File: src/rtl/mem_arb_pkg.sv
// Shared types for the two-port memory arbiter: sequencer states and the
// identity of the port that owns the shared memory port.
package mem_arb_pkg;

    typedef enum logic [1:0] {
        IDLE  = 2'd0,
        ISSUE = 2'd1,
        RESP  = 2'd2
    } state_t;

    typedef enum logic {
        GNT_INSTR = 1'b0,
        GNT_DATA  = 1'b1
    } grant_t;

    function automatic grant_t other_port(input grant_t g);
        return (g == GNT_INSTR) ? GNT_DATA : GNT_INSTR;
    endfunction

endpackage

File: src/rtl/mem_arb_rr.sv
// Two-way round-robin pick: a lone requester wins outright, a tie goes to
// the port that did not win last time.
module mem_arb_rr
    import mem_arb_pkg::*;
(
    input  logic   req_i,
    input  logic   req_d,
    input  grant_t last_grant,
    output grant_t grant
);

    always_comb begin
        grant = last_grant;
        if (req_i && req_d) begin
            grant = other_port(last_grant);
        end else if (req_i) begin
            grant = GNT_INSTR;
        end else if (req_d) begin
            grant = GNT_DATA;
        end
    end

endmodule

File: src/rtl/mem_arbiter.sv
// Shares one memory port between an instruction-fetch port and a data port.
// Each access costs two cycles (issue, response) and can chain back-to-back.
module mem_arbiter
    import mem_arb_pkg::*;
#(
    parameter int ADDR_W = 32,
    parameter int DATA_W = 32
) (
    input  logic              clk,
    input  logic              reset,
    input  logic              instr_read,
    input  logic [ADDR_W-1:0] instr_address,
    output logic [DATA_W-1:0] instr_readdata,
    output logic              instr_done,
    input  logic              data_read,
    input  logic              data_write,
    input  logic [ADDR_W-1:0] data_address,
    input  logic [DATA_W-1:0] data_writedata,
    output logic [DATA_W-1:0] data_readdata,
    output logic              data_done,
    output logic [ADDR_W-1:0] mem_address,
    output logic              mem_read,
    output logic              mem_write,
    output logic [DATA_W-1:0] mem_writedata,
    input  logic [DATA_W-1:0] mem_readdata
);

    state_t            r_state;
    grant_t            r_last_grant;
    logic [ADDR_W-1:0] r_addr;
    logic [DATA_W-1:0] r_wdata;
    logic              r_mem_read;
    logic              r_mem_write;
    logic              r_instr_done;
    logic              r_data_done;

    logic              w_in_resp;
    logic              w_req_i;
    logic              w_req_d;
    logic              w_any_req;
    grant_t            w_grant;
    logic              w_grant_write;
    logic [ADDR_W-1:0] w_grant_addr;
    logic [DATA_W-1:0] w_grant_wdata;

    // The port finishing in RESP still holds its request, so mask it out.
    assign w_in_resp = (r_state == RESP);
    assign w_req_i   = instr_read && !(w_in_resp && (r_last_grant == GNT_INSTR));
    assign w_req_d   = (data_read || data_write) &&
                       !(w_in_resp && (r_last_grant == GNT_DATA));
    assign w_any_req = w_req_i || w_req_d;

    mem_arb_rr u_rr (
        .req_i      (w_req_i),
        .req_d      (w_req_d),
        .last_grant (r_last_grant),
        .grant      (w_grant)
    );

    assign w_grant_write = (w_grant == GNT_DATA) && data_write;
    assign w_grant_addr  = (w_grant == GNT_DATA) ? data_address : instr_address;
    assign w_grant_wdata = (w_grant == GNT_DATA) ? data_writedata : '0;

    always_ff @(posedge clk) begin
        if (reset) begin
            r_state      <= IDLE;
            r_last_grant <= GNT_INSTR;
            r_addr       <= '0;
            r_wdata      <= '0;
            r_mem_read   <= 1'b0;
            r_mem_write  <= 1'b0;
            r_instr_done <= 1'b0;
            r_data_done  <= 1'b0;
        end else begin
            r_mem_read   <= 1'b0;
            r_mem_write  <= 1'b0;
            r_instr_done <= 1'b0;
            r_data_done  <= 1'b0;
            case (r_state)
                IDLE, RESP: begin
                    if (w_any_req) begin
                        r_last_grant <= w_grant;
                        r_addr       <= w_grant_addr;
                        r_wdata      <= w_grant_wdata;
                        r_mem_read   <= !w_grant_write;
                        r_mem_write  <= w_grant_write;
                        r_state      <= ISSUE;
                    end else begin
                        r_state      <= IDLE;
                    end
                end
                ISSUE: begin
                    r_instr_done <= (r_last_grant == GNT_INSTR);
                    r_data_done  <= (r_last_grant == GNT_DATA);
                    r_state      <= RESP;
                end
                default: r_state <= IDLE;
            endcase
        end
    end

    // Reset squashes strobes in the same cycle so an aborted access never completes.
    assign mem_read       = r_mem_read && !reset;
    assign mem_write      = r_mem_write && !reset;
    assign instr_done     = r_instr_done && !reset;
    assign data_done      = r_data_done && !reset;
    assign mem_address    = r_addr;
    assign mem_writedata  = r_wdata;
    assign instr_readdata = instr_done ? mem_readdata : '0;
    assign data_readdata  = data_done ? mem_readdata : '0;

endmodule

File: config.mk
export PLATFORM = sky130hd
export DESIGN_NAME = mem_arbiter
export DESIGN_NICKNAME = d
export VERILOG_FILES = /design/src/rtl/mem_arb_pkg.sv /design/src/rtl/mem_arb_rr.sv /design/src/rtl/mem_arbiter.sv
export SDC_FILE = /design/constraint.sdc
export NUM_CORES = 1
export LEC_CHECK = 0
export CAP_MARGIN = 10
export CORE_MARGIN = 3
export CORE_UTILIZATION = 35
export CTS_BUF_LIST = sky130_fd_sc_hd__clkbuf_8
export DETAILED_ROUTE_END_ITERATION = 7
export PLACE_DENSITY = 0.78
export SYNTH_ARGS = -nofsm -noshare
export SYNTH_HDL_FRONTEND = slang
export SYNTH_SLANG_ARGS = --single-unit
export TNS_END_PERCENT = 5
File: constraint.sdc
create_clock -name clk -period 2.3 [get_ports clk]
set_clock_uncertainty 0.1 [all_clocks]
set_input_delay 0.46 -clock clk [delete_from_list [all_inputs] [get_ports clk]]
set_output_delay 0.46 -clock clk [all_outputs]
set_load 0.02 [all_outputs]
=== After elaboration in Yosys (flattened, before gate mapping) ===
Index checks and enable logic that the tools add are counted.

* Add/subtract/negate cells: 0
* Multiply operators: 0
* Divide/modulo/power cells: 0
* $lt $le $gt $ge: 0
* Equality and inequality tests: 2
* Shift operators: 0
* Mux-type cells: 10
* Bitwise gates (word level): 4
* Reductions and logical operators: 21

{| class="wikitable"
|+ Operators with widths
! operator !! count
|-
| 32-bit two-way mux || 4
|-
| 1-bit logical AND || 10
|-
| 1-bit two-way mux || 5
|-
| 1-bit zero test || 4
|-
| 1-bit inverter || 4
|-
| 2-bit case mux with 2 select lines || 1
|-
| 2-bit OR reduction || 2
|-
| 3-bit OR reduction || 1
|-
| 2-bit by 1-bit == test with 1-bit output, second input constant || 1
|-
| 2-bit == test, second input constant || 1
|-
| 2-bit zero test || 1
|-
| 1-bit logical OR || 2
|-
| 2-bit AND reduction || 1
|}

* Register bits after elaboration: 71
* Latch bits: 0
* Memory bits (writable): 0
* ROM bits: 0
* Input bits: 133
* Output and inout bits: 132
* Logic and storage cells: 45
* Memories kept: 0

=== Longest topological paths before layout ===
* Depth in word-level cells: 9
* Depth in mapped cells: 7

=== Cells and area by module ===
From an unflattened synthesis, not the netlist that was laid out.

* Cells, all modules: 403
* Area total of the unflattened synthesis: 3,652.3 um2

{| class="wikitable"
|+ By module, submodules not included
! module !! times used !! cells each !! area an instance (um2)
|-
| mem_arbiter || 1 || 401 || 3,638.5
|-
| mem_arb_rr || 1 || 2 || 13.8
|}

=== Least setup slack after synthesis ===
OpenSTA, ideal clock, no wires.

* Path kind: input port to output port
* From: in reset
* To: out data_readdata[22]
* Data arrival time: 1.517 ns
* Required time: 1.740 ns
* Path slack: 0.223 ns
* Stages on the path: 4
* Path buffers: 2
* Path through: clkbuf_1 -> nor2b_1 -> clkbuf_1 -> and2_1

* Cells in the longest elaborated chain, start to end: 3

{| class="wikitable"
|+ RTL lines
! item !! RTL line !! text
|-
| from (decl) || mem_arbiter.sv:10 || <nowiki>input logic reset,</nowiki>
|-
| 1-bit zero test || mem_arbiter.sv:106 || <nowiki>assign data_done = r_data_done && !reset;</nowiki>
|-
| 1-bit logical AND || mem_arbiter.sv:106 ||
|-
| net data_done || mem_arbiter.sv:20 || <nowiki>output logic data_done,</nowiki>
|-
| 32-bit two-way mux || mem_arbiter.sv:110 || <nowiki>assign data_readdata = data_done ? mem_readdata : '0;</nowiki>
|-
| to (decl) || mem_arbiter.sv:19 || <nowiki>output logic [DATA_W-1:0] data_readdata,</nowiki>
|}

The timed path passes the listed nets, and every way through them passes these cells.

=== Final worst setup path ===
* From: reg r_data_done
* To: out data_done

* Cells in the longest elaborated chain, start to end: 1

{| class="wikitable"
|+ RTL lines
! item !! RTL line !! text
|-
| from (decl) || mem_arbiter.sv:35 || <nowiki>logic r_data_done;</nowiki>
|-
| from (signal assigned) || mem_arbiter.sv:94 || <nowiki>r_data_done <= (r_last_grant == GNT_DATA);</nowiki>
|-
| 1-bit logical AND || mem_arbiter.sv:106 ||
|-
| to (decl) || mem_arbiter.sv:20 ||
|}

No other way between the ends.

==> metrics.csv <==
metric,value,unit
die width,107,um
Nets,811,
unrepaired setup endpoints after global routing,false,
critical path launch point type,flop,
adder-cell area share of the yosys netlist,0,
Hold Crit Endpoint,mem_writedata[28],
Post-CTS Setup Inserts,0,
Power Total,3.60,mW
CP Class,reg2out,
Initial Util,0.362,
fin util,0.661,
hold_sp,mem_writedata[28],
Final WS setup,0.0859,ns
"commonest non-fill, non-tap cells in the layout","198 x clkdlybuf4s50_1, 71 x dfxtp_1, 66 x nand2_1",
CP cell instances,nor2b_1 > buf_12 > clkdlybuf4s50_1,
largest family of logic cells by synthesized area,simple AND/OR/NAND/NOR gates,
Post-Synthesis Cells,434,
Skew-Pair Late Insertion Delay,0.33,ns
gp weighted congestion,0.863,
FF-to-FF End,mem_writedata[23],
num ports,265,
first-pass GRT wire length,21200,um
area of the multi-input gates,1890,sq um
Synth cell types,27,
"non-filler cells, final",817,
CTS H-tree depth,3,
cts hold-fix bufs,0,
reg2reg start,r_last_grant,
CP required,1.74,ns
R2R Setup Slk,0.48,ns
largest net degree at the start of global routing,70,
Die Span Y,107,um
proportion of layout cells with a drive suffix above 1,0.0820,
hold path depth,2,
Core ar.,9820,sq um
Fmax,452,MHz
worst slew pin tran,0.785,ns
Sequential cell area,1420,sq um
vias in the first global route,4160,
# fillers,903,
Clock Sinks,71,
vias per cell,5.11,
Critical Path Max Stage Delay,0.62,ns
PD cells,555,nW/um^2
Synth warnings,0,
port bufs,264,
critical path arrival,1.65,ns
Lkg Pwr,2.74,nW
area delta synth->final,82.6,%
Final setup viols,0,
largest cells by area after synthesis,"dfxtp_1 40%, and2_1 11%, a21oi_1 9.1%",
Synth Area in Compound Gates,0.260,
FF-to-FF path depth,5,
final worst-path cycle share,0.963,
worst-case vdd ir drop,372,uV
initial antenna violation count,1,
post-synthesis xor/xnor area fraction,0,
"commonest non-fill, non-tap cell in the layout",clkdlybuf4s50_1,
final HPWL from detailed placement,10400,um
Placed Cells,800,
cell row count,36,
setup TNS,0,ns
"Hold Vio Cnt, Final",0,
CP endpoint kind,primary output,
outcome,finished clean,
Hold Crit Class,reg2reg,
pre-CTS setup slack,-0.0360,ns
Max-Cap Viols,0,
largest area contributor in the netlist,dfxtp_1,
Synthesized Nets,567,
"Reg clk slew, reported paths",0.08,ns
sequential area share after synthesis,0.400,
CTS tree,done,
worst-path maximum fanout,33,
Longest Clk Path Bufs,2,
Final Max Slew Viols,0,
Total GRT Usage,0.232,
syn_area_per_cell,8.20,sq um
Post-DRT Antenna Nets,0,
slowest cell on the critical path,clkdlybuf4s50_1,
drc violations,0,
drt first pass iters,4,
Num CTS Buffers,9,
grt total ovfl,0,
Final min period,2.21,ns
final wirelength,13700,um
clock root cell,clkbuf_8,
Die Area,11400,sq um
Synth Area in Simple Gates,0.266,
share of Yosys cell area claimed by the top area cell type,0.400,
mapped cell area,3560,sq um
routed via count,4176,
post-DR wirelength/cell,16.8,um
mux cell area share after synthesis,0,
Synth Register Bits,71,
starting DRC count in detailed routing,200,
Rel. slew slack,0.476,
logic make-up after synthesis:
logic type | Yosys count
AOI/OAI and AO/OA | 136
and+or+nand+nor | 178
buffers and inverters | 49
DFF | 71
state kept, by name (all words and copies together) (netlist names):
name and cells:
r_mem_read 1, r_state 2, r_last_grant 1, mem_writedata 32, r_data_done 1, r_instr_done 1
mem_address 32, r_mem_write 1
worst max path at each step:
stage,from,cells past startpoint,slack (ns),endpoint
after floorplan,reset,4,0.22,data_readdata[22]
after global placement,mem_readdata[0],3,-0.01,instr_readdata[0]
after detailed placement,reset,5,-0.04,instr_readdata[0]
after CTS,r_instr_done,3,0.05,instr_done
after global routing,r_data_done,3,0.02,data_done
final,r_data_done,3,0.09,data_done
stage by stage:
step                hold WS [ns]  area, sq um
floorplan                  0.319         3560
global placement           0.341         6370
detailed placement         0.343         6370
CTS                        0.361         6490
global route               0.398         6490
finish                     0.374         6490
routing by layer:
metal | track usage | vias to the layer above | wire length, um
li1 | - | 2030 | -
met1 | 0.245 | 1904 | 5010
met2 | 0.423 | 201 | 7020
met3 | 0.0644 | 41 | 1170
met4 | 0.111 | 0 | 541
met5 | 0 | - | 0
power breakdown:
part | switching, mW | internal [mW] | leakage [nW]
Sequential | 0.0674 | 1.35 | 0.587
Clock | 0.483 | 0.502 | 0.0992
Combinational | 0.587 | 0.612 | 2.05
Total | 1.14 | 2.47 | 2.74
critical path, delay by kind of cell (launching register included):
family / cells / cell delay [ns]
DFF: 1 / 0.30
and+or+nand+nor: 1 / 0.21
buffers and inverters: 2 / 0.81
cell type report:
type / count / share of cell area
Antenna cell: 1 / 0.000385
Clock buffer: 9 / 0.0191
Clock inverter: 7 / 0.0114
Inverter: 1 / 0.000578
Multi-Input combinational cell: 314 / 0.291
Sequential cell: 71 / 0.219
Tap cell: 133 / 0.0256
Timing Repair Buffer: 281 / 0.433
synthesized netlist by cell type:
cell type	n
a311oi_2	14
nor2_2	1
inv_1	1
dfxtp_1	71
nand4_1	32
a311oi_1	18
a21oi_1	65
o31a_2	1
nand2_1	66
buf_2	15
nand3_1	1
nor3_1	1
a21o_1	1
nor2_1	2
nand2_2	1
nor3b_1	2
clkbuf_1	21
buf_4	7
a21oi_2	1
o21ai_2	1
nor2b_2	1
o21a_2	1
buf_6	5
and2_1	65
nor2b_1	6
o21ai_0	33
o31ai_4	1
what timing repair did:
action,4_1_cts,5_1_grt
endpoints found under the hold margin,0,0
endpoints found under the setup margin,64,1
resized for setup,64,1
No activity file was read; power rests on OpenSTA's default activity.
